<file path="config.mk">
export PLATFORM = sky130hd
export DESIGN_NAME = neuron_mac_ctrl
export DESIGN_NICKNAME = d
export VERILOG_FILES = /design/src/rtl/neuron_mac_ctrl.sv
export SDC_FILE = /design/constraint.sdc
export NUM_CORES = 1
export LEC_CHECK = 0
export ABC_CLOCK_PERIOD_IN_PS = 3800
export CAP_MARGIN = 25
export CORE_MARGIN = 5
export CORE_UTILIZATION = 55
export DETAILED_ROUTE_END_ITERATION = 12
export DONT_BUFFER_PORTS = 1
export HOLD_SLACK_MARGIN = 0.1
export PLACE_DENSITY_LB_ADDON = 0.1
export RECOVER_POWER = 100
export SKIP_LAST_GASP = 1
export SYNTH_ARGS = -nofsm -noshare
export SYNTH_HDL_FRONTEND = slang
export SYNTH_SLANG_ARGS = --single-unit
</file>
<file path="constraint.sdc">
create_clock -name clk -period 3.8 [get_ports clk]
set_input_delay 0.38 -clock clk [delete_from_list [all_inputs] [get_ports clk]]
set_output_delay 0.38 -clock clk [all_outputs]
set_load 0.02 [all_outputs]
</file>
<file path="src/rtl/neuron_mac_ctrl.sv">
// Neuron multiply-accumulate sequencer: registers x*w products and drives an external 21-bit accumulator.
// Optional macro NEURON_MAC_SATURATE_EN clamps out-of-range sums instead of wrapping.
module neuron_mac_ctrl #(
  parameter int N_INPUTS = 8
) (
  input  logic        clk,
  input  logic        rst,
  input  logic        start,
  input  logic [7:0]  x_in,
  input  logic [7:0]  w_in,
  input  logic        in_valid,
  output logic        in_ready,
  input  logic [20:0] acc_q,
  output logic [20:0] acc_d,
  output logic        acc_en,
  output logic        acc_reset,
  output logic        busy,
  output logic        done,
  output logic        ovf
);

  typedef enum logic [2:0] {
    S_IDLE,
    S_CLEAR,
    S_MAC,
    S_DRAIN,
    S_DONE
  } state_t;

  state_t             state;
  state_t             state_nxt;
  logic [7:0]         count;
  logic signed [15:0] p;
  logic               p_valid;
  logic               ovf_q;
  logic               hs;
  logic [21:0]        sum22;
  logic               sum_ovf;
  logic [20:0]        sum_red;

  assign hs = in_valid && in_ready;

  always_ff @(posedge clk or posedge rst) begin
    if (rst) state <= S_IDLE;
    else     state <= state_nxt;
  end

  always_comb begin
    state_nxt = state;
    in_ready  = 1'b0;
    acc_reset = 1'b0;
    busy      = 1'b1;
    done      = 1'b0;
    case (state)
      S_IDLE: begin
        busy = 1'b0;
        if (start) state_nxt = S_CLEAR;
      end
      S_CLEAR: begin
        acc_reset = 1'b1;
        state_nxt = S_MAC;
      end
      S_MAC: begin
        in_ready = 1'b1;
        if (hs && count == 8'(N_INPUTS - 1)) state_nxt = S_DRAIN;
      end
      S_DRAIN: state_nxt = S_DONE;
      S_DONE: begin
        done      = 1'b1;
        state_nxt = S_IDLE;
      end
      default: state_nxt = S_IDLE;
    endcase
  end

  always_ff @(posedge clk or posedge rst) begin
    if (rst)                  count <= 8'd0;
    else if (state == S_CLEAR) count <= 8'd0;
    else if (hs)              count <= count + 8'd1;
  end

  always_ff @(posedge clk or posedge rst) begin
    if (rst) begin
      p       <= 16'sd0;
      p_valid <= 1'b0;
    end else begin
      p_valid <= hs;
      if (hs) p <= $signed(x_in) * $signed(w_in);
    end
  end

  // Sum at 22 bits so the true result is always representable; overflow when the top two bits differ.
  assign sum22   = {acc_q[20], acc_q} + {{6{p[15]}}, p};
  assign sum_ovf = sum22[21] ^ sum22[20];

`ifdef NEURON_MAC_SATURATE_EN
  assign sum_red = !sum_ovf ? sum22[20:0] : (sum22[21] ? 21'h100000 : 21'h0FFFFF);
`else
  assign sum_red = sum22[20:0];
`endif

  assign acc_en = p_valid;
  assign acc_d  = p_valid ? sum_red : 21'd0;

  always_ff @(posedge clk or posedge rst) begin
    if (rst)                   ovf_q <= 1'b0;
    else if (state == S_CLEAR) ovf_q <= 1'b0;
    else if (p_valid && sum_ovf) ovf_q <= 1'b1;
  end

  assign ovf = ovf_q;

endmodule

</file>
# Word level (Yosys, flattened, before mapping)
# Index checks and enable logic that the tools add are counted.
[totals]
ff_bits = 29
latch_bits = 0
ramBits = 0
rom_bits = 0
input_bits = 41
out_inout_bits = 27
wordCells = 35
mem_count = 0
[op_classes]
add_sub_neg = 2
multipliers = 1
div_mod_pow = 0
order_cmp = 0
eq_ne = 7
shifts = 0
n_mux = 12
n_bitwise = 1
n_reduce_logical = 7
[op_table]
columns = ["operator", "n"]
rows = [
  ["adder 21 x 16 -> 22 bit", 1],
  ["2-to-1 mux 21 bit", 1],
  ["multiplier 8 x 8 -> 16 bit", 1],
  ["2-to-1 mux 8 bit", 2],
  ["one-hot mux 3 bit (4 select lines)", 1],
  ["adder 8 x 1 -> 8 bit (second input constant)", 1],
  ["== test 8 x 3 -> 1 bit (second input constant)", 1],
  ["== test 3 x 2 -> 1 bit (second input constant)", 2],
  ["2-to-1 mux 1 bit", 6],
  ["2-to-1 mux 3 bit", 2],
  ["!= test 2 bit (second input constant)", 2],
  ["nonzero test 2 bit", 2],
  ["== test 3 x 1 -> 1 bit (second input constant)", 1],
  ["== test 3 bit (second input constant)", 1],
  ["logical AND 1 bit", 3],
  ["zero test 3 bit", 1],
  ["AND reduction 2 bit", 1],
  ["bitwise XOR 1 bit", 1],
]

# Longest topological paths before layout
# Gate-level depths: netlist (run 1).
[depth]
depth_word = 6
ltp_mapped = 17
mapped_depth_nobuf = 17

# Least setup slack after synthesis (run 1)
# No wires, ideal clock.
[synth_timing]
path_type = "input port to flip-flop"
start = "in x_in[7]"
end = "reg p[15]"
setup_ns = 0.135
t_arrival_ns = 4.034
t_required_ns = 3.665
slack_ns = -0.369
cell_stages = 14
path_buffers = 0
path_cell_list = "and2_1 fa_1 inv_1 fa_1 inv_1 fa_1 inv_1 fa_1 inv_1 ha_1 or4_1 o211ai_1 xnor2_1 o21ai_0"
[synth_via]
elab_chain_len = 1
[synth_rtl]
columns = ["item", "line", "source"]
rows = [
  ["start, declared", "9", "input logic [7:0] x_in,"],
  ["multiplier 8 x 8 -> 16 bit", "88", "if (hs) p <= $signed(x_in) * $signed(w_in);"],
  ["end signal, assigned", "88", ""],
  ["end, declared", "33", "logic signed [15:0] p;"],
]
# No other way between the ends.
# A chain may end at the register's enable or synchronous reset.

# Worst setup path after layout (run 1)
[layout_timing]
start = "in x_in[7]"
end = "reg p[12]"
# The elaborated chain is that of the path after synthesis.

==> out/results.tsv, run 1 <==
stage	metric	value	unit
pwr	Total Power	3712	µW
cells_and_area	commonest non-fill, non-tap cell in the layout	inv_1	
clock_network	cts bufs inserted	5	
floorplanning	row count	34	
detailed_routing	DR vias	3750	
floorplanning	Chip Width	103.4	µm
clock_network	Clock Path Buffers	2	
logic_synthesis	syn_area_per_cell	8.668	µm²
timing	Fin Setup TNS	0	ns
clock_network	Root Buffer	clkbuf_8	
cells_and_area	Layout area overhead	9.588	%
floorplanning	core area	8636	µm²
placement	DPL Wire Length	8.677	mm
cells_and_area	multi-input logic area	3814	µm²
detailed_routing	DRC violation count after routing	0	
logic_synthesis	Ys Warns	0	
logic_synthesis	Post-Syn Area	4802	µm²
clock_network	clk_lat worst skew	0.27	ns
cells_and_area	fill count	823	
detailed_routing	Post-Route M1 WL	4.598	mm
timing	Worst Tran Pin Value	1.708	ns
placement	dpl cells	680	
detailed_routing	Detail Route met2 WL	4.694	mm
timing	Max Freq	263.7	MHz
cells_and_area	share of cells above drive strength 1	0.1017	
clock_network	clk slew on worst S/H paths	0.06	ns
timing	Final setup viols	0	
cells_and_area	net count reported at finish	728	
detailed_routing	drt wl/cell	14.61	µm
critical_path	cells on worst reg2reg path	9	
pwr	pwr/cell area	705.4	nW/µm²
cells_and_area	commonest non-fill, non-tap cells in the layout	inv_1 (78), nand2_1 (57), fa_1 (54), ha_1 (44), and2_1 (36)	
logic_synthesis	ys flop type	dfrtp_1	
cells_and_area	final non-filler cell total	688	
clock_network	Sink Count	29	
logic_synthesis	Yosys cell types	56	
floorplanning	initial core utilization	0.5561	
timing	min Tclk post-route	3.792	ns
placement	placed instance area	5184	µm²
floorplanning	Die Area	10700	µm²
placement	GP Congestion	0.8696	
global_routing	first-pass GRT wire length	16.97	mm
critical_path	Req. time, crit path	3.99	ns
critical_path	Worst Path Arrival	3.98	ns
floorplanning	io pins	68	
cells_and_area	Storage cell area	725.7	µm²
cells_and_area	end-of-flow core utilization	0.6094	
pwr	P_leak	0.002513	µW
clock_network	CTS H-Tree Depth	2	
timing	Max Slew Vio Count	11	
detailed_routing	initial DRC count	83	
global_routing	GRT Total Usage	0.1970	
critical_path	Worst setup SP type	primary input	
timing	Tcrit/Tclk final	0.9980	
cells_and_area	fin area	5263	µm²
job	Max-Cap Viols	1	
logic_synthesis	register area share after synthesis	0.1511	
status	violated checks	capacitance limit, slew limit	
logic_synthesis	Synth Instances	554	
detailed_routing	Met3 Wirelength	560	µm
logic_synthesis	Synth Net Count	702	
status	status	finished, violations left	
detailed_routing	drt via density	5.451	
timing	Hold Vio Cnt, Final	0	
logic_synthesis	FF+latch count, synth	29	
detailed_routing	Pre-antenna DRT Iters	4	
detailed_routing	Final ANT Viol Nets	0	
clock_network	TritonCTS clock tree	built	
logic_synthesis	Synth async-reset ratio	1.000	
detailed_routing	top routing layer used	met4	
min_path	worst hold path depth	2	
timing	Rel. slew slack	-0.1410	
floorplanning	Vert. Die Dim	103.4	µm
timing	clock skew	0.007431	ns
detailed_routing	WL final	10.06	mm
global_routing	number of global-route vias before repair	3793	
critical_path	Worst setup EP type	register	
timing	RSZ-0062 raised after global routing	yes	
min_path	HP Class	in -> reg	
global_routing	total grt overflow	0	
global_routing	largest net degree at the start of global routing	35	
global_routing	antenna violations before repair	0	
cells_and_area	ANT cells	0	
critical_path	Crit Path Class	in -> reg	
logic_synthesis	Post-synth EDFFs	0	
pwr	Worst VDD drop	0.2481	mV
critical_path	Crit Path Max Fanout	8	
placement	Port Buf Inserts	0	
==> cells by family after synthesis <==
| logic type | Yosys count | synth area share |
|---|---|---|
| buffers and inverters | 90 | 0.07321 |
| adders and majority gates | 107 | 0.3663 |
| AOI/OAI and AO/OA | 100 | 0.1384 |
| muxes | 3 | 0.006514 |
| DFF | 29 | 0.1511 |
| and+or+nand+nor | 190 | 0.2006 |
| xor gates and xnor gates | 35 | 0.06384 |
==> where the power goes <==
part           leakage, µW  switching, µW  internal, µW
combinational      0.00209           1570          1350
sequential        0.000374            114           427
clock            0.0000443            108           143
total              0.00251           1790          1920
==> layer usage <==
layer  vias to the layer above  global-route usage
met4                         0             0.05976
met5                         -                   0
li1                       1868                   -
met3                        18             0.02482
met1                      1770              0.2675
met2                        94              0.3294
==> critical path: stages <==
cell      delay (ns)
and2_4          0.14
fa_1            0.49
inv_1           0.05
fa_1            0.50
inv_1           0.05
fa_1            0.52
inv_1           0.05
fa_1            0.49
inv_2           0.05
ha_4            0.21
o21ai_2         0.07
a21boi_2        0.08
o31a_1          0.31
o21a_1          0.20
o21a_1          0.20
o31ai_2         0.17
==> worst paths after layout <==
| check | startpoint | end | slack, ns |
|---|---|---|---|
| min in group asynchronous | rst | state[1] | 0.45 |
| worst min register to register | p[10] | p[10] | 0.48 |
| max in group asynchronous | rst | p[2] | 1.88 |
| worst max-delay path | x_in[7] | p[12] | 0.008 |
| worst max register to register | p[0] | ovf | 1.08 |
| worst min-delay path | w_in[0] | p[0] | 0.29 |
==> flip-flops by register name (all words and copies together) (netlist names) <==
register  count
p            16
ovf           1
state         3
acc_en        1
count         8
==> what timing repair did <==
action                                 4_1_cts  5_1_grt
gates resized for setup                      0        8
hold buffers                                 1        0
endpoints found under the hold margin        5        0
setup buffers                                0        0
pin swaps                                    1       11
setup endpoints to repair                    1        6
==> cells in the mapped netlist, drive strengths merged (2+ instances only) <==
master / instances / area, µm²
inv: 83 / 311.6
nand2: 57 / 214.0
fa: 56 / 1121
ha: 51 / 638.1
and2: 42 / 264.0
nor2: 34 / 130.1
a21oi: 30 / 153.9
dfrtp: 29 / 725.7
o21ai: 23 / 115.1
xnor2: 21 / 183.9
xor2: 14 / 122.6
nand3: 13 / 65.06
o21a: 9 / 67.56
a21o: 8 / 60.06
nor3b: 8 / 65.06
and3: 6 / 37.54
nand2b: 6 / 37.54
nor2b: 6 / 37.54
nor3: 6 / 30.03
a211oi: 5 / 37.54
o211ai: 5 / 42.54
clkbuf: 4 / 15.01
nor4: 4 / 25.02
o21bai: 4 / 30.03
a2111oi: 2 / 36.29
a21boi: 2 / 15.01
a31oi: 2 / 12.51
buf: 2 / 16.26
mux2i: 2 / 20.02
o31ai: 2 / 15.01
or2: 2 / 12.52
==> through the flow <==
step	hold WS [ns]	worst slack [ns]
after floorplan	0.4428	-0.1847
after global placement	0.4661	-0.2614
after detailed placement	0.2393	-0.3294
after CTS	0.2855	0.005217
after global routing	0.3210	-0.1397
final	0.2863	0.007579
==> area by class of cell <==
| type | instances | share of cell area |
|---|---|---|
| clock buffer | 7 | 0.01641 |
| timing repair buffer | 26 | 0.03614 |
| multi-input combinational | 435 | 0.7247 |
| sequential | 29 | 0.1379 |
| inverter | 83 | 0.05920 |
| tap | 108 | 0.02568 |
No activity file was read; power rests on OpenSTA's default activity.
==> inputs of run 2 (changes only) <==
- CORE_UTILIZATION: 55 -> 50
==> out/results.tsv, run 2 (synthesis gave the netlist of run 1 again) <==
stage	metric	value	unit	change
status	status	finished, violations left		
status	violated checks	capacitance limit, slew limit		
critical_path	Worst setup EP type	register		
cells_and_area	net count reported at finish	731		+0.41%
global_routing	global route hottest layer	met2		
detailed_routing	DR vias	3744		-0.16%
cells_and_area	commonest non-fill, non-tap cell in the layout	inv_1		
cells_and_area	share of cells above drive strength 1	0.1132		+0.01148
min_path	HP Class	in -> reg		
global_routing	largest net degree at the start of global routing	35		unchanged
timing	Max Slew Vio Count	11		unchanged
cells_and_area	Layout area overhead	11.05	%	
placement	GP Congestion	0.8801		+1.2%
timing	Rel. slew slack	-0.1689		-0.02783
critical_path	Worst path most repeated cell	fa_1		
timing	Tcrit/Tclk final	0.9948		-0.003159
global_routing	GRT Total Usage	0.1767		-0.02023
pwr	P_leak	0.002533	µW	+0.83%
detailed_routing	Pre-antenna DRT Iters	4		unchanged
detailed_routing	DRC violation count after routing	0		unchanged
timing	fin worst setup slack	0.01958	ns	+0.01200 ns
critical_path	Crit Path Max Fanout	8		unchanged
pwr	Total Power	3821	µW	+2.9%
clock_network	Root Buffer	clkbuf_8		
clock_network	Clock Path Buffers	2		unchanged
timing	Max Freq	264.5	MHz	+0.32%
detailed_routing	initial DRC count	87		+4.8%
clock_network	clk_lat worst skew	0.27	ns	about the same
cells_and_area	Reg with most FFs	p		
global_routing	first-pass GRT wire length	16.92	mm	-0.33%
floorplanning	core area	9284	µm²	+7.5%
floorplanning	Chip Width	108	µm	+4.4%
cells_and_area	largest registers	p (16), count (8), state (3)		
clock_network	cts bufs inserted	5		unchanged
timing	Hold Vio Cnt, Final	0		unchanged
cells_and_area	commonest non-fill, non-tap cells in the layout	inv_1 (76), nand2_1 (56), fa_1 (54), ha_1 (45), and2_1 (34)		
timing	Final setup viols	0		unchanged
job	Max-Cap Viols	1		unchanged
pwr	pwr/cell area	716.5	nW/µm²	+1.6%
critical_path	CP max stage delay	0.52	ns	about the same
floorplanning	io pins	68		unchanged
placement	Post-Place Setup Slack	-0.3055	ns	+0.02392 ns
critical_path	crit-path cells	and2_4 > fa_1 > inv_2 > fa_1 > inv_2 > fa_1 > inv_1 > fa_1 > inv_2 > ha_4 > o21ai_2 > a21boi_2 > o31a_1 > o211ai_1 > a2111oi_2 > nand3b_1		
critical_path	Crit Path Class	in -> reg		
global_routing	total grt overflow	0		unchanged
timing	RSZ-0062 raised after global routing	yes		
pwr	Worst VDD drop	0.2542	mV	+2.5%
detailed_routing	Final ANT Viol Nets	0		unchanged
floorplanning	initial core utilization	0.5173		-0.03882
detailed_routing	WL final	9.959	mm	-0.95%
clock_network	CTS H-Tree Depth	2		unchanged
clock_network	Sink Count	29		unchanged
timing	Worst Tran Pin Value	1.750	ns	+0.04165 ns
critical_path	Worst Path Arrival	3.93	ns	-0.05 ns
global_routing	met1 GRT Util	0.2380		-0.02948
floorplanning	row count	35		+2.9%
timing	min Tclk post-route	3.780	ns	-0.01200 ns
floorplanning	Vert. Die Dim	108	µm	+4.4%
clock_network	TritonCTS clock tree	built		
global_routing	met3 GRT Util	0.02866		+0.003841
cells_and_area	ANT cells	0		unchanged
global_routing	number of global-route vias before repair	3680		-3.0%
timing	clock skew	0.002398	ns	-0.005033 ns
global_routing	GRT met2 Usage	0.3006		-0.02879
detailed_routing	drt wl/cell	13.99	µm	-4.3%
detailed_routing	drt via density	5.258		-3.5%
critical_path	Slowest-stage cell, CP	fa_1		
floorplanning	Die Area	11660	µm²	+9.0%
critical_path	Worst setup SP type	primary input		
cells_and_area	max FFs per register	16		unchanged
global_routing	antenna violations before repair	0		unchanged
placement	DPL Wire Length	8.507	mm	-2.0%
placement	Port Buf Inserts	0		unchanged
critical_path	Req. time, crit path	3.95	ns	-0.04 ns
clock_network	clk slew on worst S/H paths	0.06	ns	about the same
==> run 2: area by class of cell <==
| cell class | count | area, µm² |
|---|---|---|
| fill | 899 | 3951 |
| multi-input combinational | 435 | 3827 |
| sequential | 29 | 725.7 |
| inverter | 83 | 311.5 |
| timing repair buffer | 29 | 220.2 |
| tap | 129 | 161.4 |
| clock buffer | 7 | 86.33 |
==> run 2: report_power, final <==
part	leakage (µW)	internal, µW	total (µW)	switching (µW)
Combinational	0.00212	1400	3030	1630
Sequential	0.000374	427	543	116
Clock	0.0000443	143	252	108
Total	0.00253	1970	3820	1850
==> run 2: metrics by stage <==
step	hold slack, ns	instance area, µm²	cells	TNS (ns)	util
floorplan	0.4428	4876	554	-0.4966	-
global placement	0.4689	5190	701	-1.275	0.5590
detailed placement	0.2512	5218	702	-1.499	0.5620
CTS	0.2749	5314	710	0	0.5724
global route	0.2983	5333	712	-0.5787	0.5744
finish	0.2747	5333	712	0	0.5744
==> run 2: per-layer routing <==
metal / part of all wire / vias to the layer above / routed length, µm
met2: 0.47 / 80 / 4681
met4: 0.0061 / 0 / 61
met1: 0.47 / 1772 / 4698
met3: 0.052 / 4 / 518
met5: 0 / - / 0
li1: - / 1888 / -
==> run 2: what timing repair did <==
action,CTS,global route
resized for setup,0,16
pin swaps,1,9
endpoints found under the setup margin,1,5
hold endpoints to repair,6,0
setup buffers,0,2
hold buffers,1,0
==> run 2: worst max-delay path, delay by kind of cell <==
kind,cells,cell delay (ns)
buffers and inverters,4,0.18
AO/OA/AOI/OAI,5,0.82
adder cells (fa/ha/maj),5,2.25
AND/OR/NAND/NOR,2,0.31
==> run 2: final timing paths <==
| kind | startpoint | end | slack (ns) | depth (start not counted) |
|---|---|---|---|---|
| min in group asynchronous | rst | count[5] | 0.48 | 2 |
| max reg2reg | p[0] | ovf | 1.02 | 9 |
| min reg2reg | p[9] | p[9] | 0.49 | 2 |
| max | x_in[7] | p[14] | 0.02 | 16 |
| max in group asynchronous | rst | p[3] | 1.87 | 3 |
| min | w_in[0] | p[0] | 0.27 | 2 |
==> inputs of run 3 (changes only) <==
- CORE_MARGIN: 5 -> 1.5
==> out/results.tsv, run 3 (synthesis gave the netlist of run 1 again) <==
stage	metric	value	unit	change
timing	min Tclk post-route	3.792	ns	+0.01179 ns
placement	GP Congestion	0.8464		-3.8%
clock_network	Clock Path Buffers	2		unchanged
floorplanning	initial core utilization	0.5173		unchanged
cells_and_area	commonest non-fill, non-tap cell in the layout	inv_1		
timing	Worst Tran Pin Value	1.757	ns	+0.007273 ns
cells_and_area	Reg with most FFs	p		
detailed_routing	drt via density	5.223		-0.68%
critical_path	Worst setup SP type	primary input		
critical_path	crit-path cells	and2_4 > fa_1 > inv_2 > fa_1 > inv_2 > fa_1 > inv_1 > fa_1 > inv_2 > ha_4 > o21ai_4 > a21boi_2 > o31a_1 > o211ai_1 > a2111oi_0 > nand3b_1		
critical_path	Crit Path Class	in -> reg		
clock_network	Root Buffer	clkbuf_8		
timing	Max Slew Vio Count	11		unchanged
placement	DPL Wire Length	8.451	mm	-0.66%
pwr	Worst VDD drop	0.2316	mV	-8.9%
min_path	HP Class	in -> reg		
detailed_routing	DR vias	3703		-1.1%
pwr	cell internal pwr	1915	µW	-2.8%
critical_path	Worst Path Arrival	4.01	ns	+0.08 ns
pwr	P_leak	0.002512	µW	-0.86%
timing	Final setup viols	0		unchanged
clock_network	Sink Count	29		unchanged
clock_network	clk slew on worst S/H paths	0.06	ns	about the same
cells_and_area	ANT cells	0		unchanged
cells_and_area	share of cells above drive strength 1	0.1069		-0.006311
detailed_routing	DRC violation count after routing	0		unchanged
global_routing	largest net degree at the start of global routing	35		unchanged
clock_network	TritonCTS clock tree	built		
critical_path	Worst path most repeated cell	fa_1		
detailed_routing	WL final	9.890	mm	-0.69%
critical_path	Req. time, crit path	4.02	ns	+0.07 ns
timing	Rel. slew slack	-0.1737		-0.004859
floorplanning	io pins	68		unchanged
clock_network	cts bufs inserted	5		unchanged
cells_and_area	commonest non-fill, non-tap cells in the layout	inv_1 (77), nand2_1 (57), fa_1 (52), ha_1 (44), and2_1 (35)		
pwr	Net Sw Frac	0.4844		about the same
timing	RSZ-0062 raised after global routing	yes		
job	Max-Cap Viols	1		unchanged
pwr	part of the power in the clock network	0.069		+0.003
timing	clock skew	0.004103	ns	+0.001705 ns
cells_and_area	net count reported at finish	728		-0.41%
global_routing	number of global-route vias before repair	3680		unchanged
status	violated checks	capacitance limit, slew limit		
critical_path	Worst setup EP type	register		
pwr	Total Power	3715	µW	-2.8%
detailed_routing	drt wl/cell	13.95	µm	-0.27%
floorplanning	Die Area	10200	µm²	-13%
status	status	finished, violations left		
timing	Max Freq	263.7	MHz	-0.31%
critical_path	CP max stage delay	0.52	ns	about the same
cells_and_area	max FFs per register	16		unchanged
floorplanning	Vert. Die Dim	101	µm	-6.5%
clock_network	CTS H-Tree Depth	2		unchanged
pwr	pwr/cell area	702.4	nW/µm²	-2.0%
pwr	Psw	1800	µW	-2.7%
floorplanning	row count	35		unchanged
clock_network	clk_lat worst skew	0.28	ns	about the same
placement	Port Buf Inserts	0		unchanged
detailed_routing	initial DRC count	79		-9.2%
global_routing	first-pass GRT wire length	16.67	mm	-1.5%
critical_path	Crit Path Max Fanout	8		unchanged
timing	Tcrit/Tclk final	0.9979		+0.003103
detailed_routing	Final ANT Viol Nets	0		unchanged
floorplanning	core area	9284	µm²	unchanged
global_routing	antenna violations before repair	0		unchanged
floorplanning	Chip Width	101	µm	-6.5%
critical_path	Slowest-stage cell, CP	fa_1		
pwr	Comb pwr share	0.784		-0.008
detailed_routing	Pre-antenna DRT Iters	4		unchanged
cells_and_area	largest registers	p (16), count (8), state (3)		
timing	Hold Vio Cnt, Final	0		unchanged
global_routing	GRT Total Usage	0.2035		+0.02678
pwr	Seq pwr share	0.146		+0.004
global_routing	total grt overflow	0		unchanged
timing	Fin Setup TNS	0	ns	unchanged
cells_and_area	Layout area overhead	10.14	%	
run 3: power groups by stage:
stage | sequential [µW] | combinational [µW] | clock, µW
2_1_floorplan | 512 | 2290 | 0
3_3_place_gp | 544 | 2850 | 0
3_5_place_dp | 553 | 2910 | 0
4_1_cts | 547 | 2930 | 263
5_1_grt | 560 | 3290 | 282
6_report | 544 | 2910 | 257
run 3: layer usage:
layer | GRT usage | vias to the layer above | wire (µm)
met5 | 0 | - | 0
met4 | 0.05235 | 0 | 141
met3 | 0.02982 | 10 | 444
met2 | 0.3472 | 76 | 4570
met1 | 0.2721 | 1732 | 4734
li1 | - | 1885 | -
run 3: path summary, 6_finish.rpt:
kind	from	to	slack (ns)	cells after the start
hold / removal	w_in[0]	p[0]	0.27	2
max in group asynchronous	rst	p[1]	1.90	3
setup / recovery	w_in[0]	p[14]	0.008	16
min in group asynchronous	rst	count[5]	0.47	2
hold reg to reg	p[0]	p[0]	0.48	2
setup reg to reg	p[0]	ovf	1.05	9
run 3: layout make-up:
| type | count | area (µm²) |
|---|---|---|
| Clock buffer | 7 | 86.33 |
| Multi-Input combinational cell | 435 | 3810 |
| Tap cell | 129 | 161.4 |
| Sequential cell | 29 | 725.7 |
| Fill cell | 910 | 3995 |
| Timing Repair Buffer | 26 | 193.9 |
| Inverter | 83 | 311.5 |
run 3: through the flow:
stage | cells | cell area (µm²) | hold slack, ns | setup WS (ns) | util
2_1_floorplan | 554 | 4876 | 0.4428 | -0.1847 | -
3_3_place_gp | 700 | 5182 | 0.4684 | -0.2627 | 0.5582
3_5_place_dp | 701 | 5210 | 0.2359 | -0.3245 | 0.5612
4_1_cts | 709 | 5309 | 0.2621 | 0.0008344 | 0.5718
5_1_grt | 709 | 5289 | 0.2602 | -0.1393 | 0.5697
6_report | 709 | 5289 | 0.2703 | 0.007792 | 0.5697
run 3: timing repair:
action | CTS | global route
gates cloned | 0 | 0
endpoints found under the hold margin | 5 | 0
buffers inserted | 0 | 0
endpoints found under the setup margin | 1 | 5
gates resized for setup | 1 | 10
pin swaps | 0 | 12
hold buffers | 1 | 0
run 3: worst max-delay path, delay by kind of cell:
family,cells,cell delay [ns]
simple gates,2,0.29
fa+ha+maj,5,2.31
buf+inv,4,0.18
compound gates,5,0.84
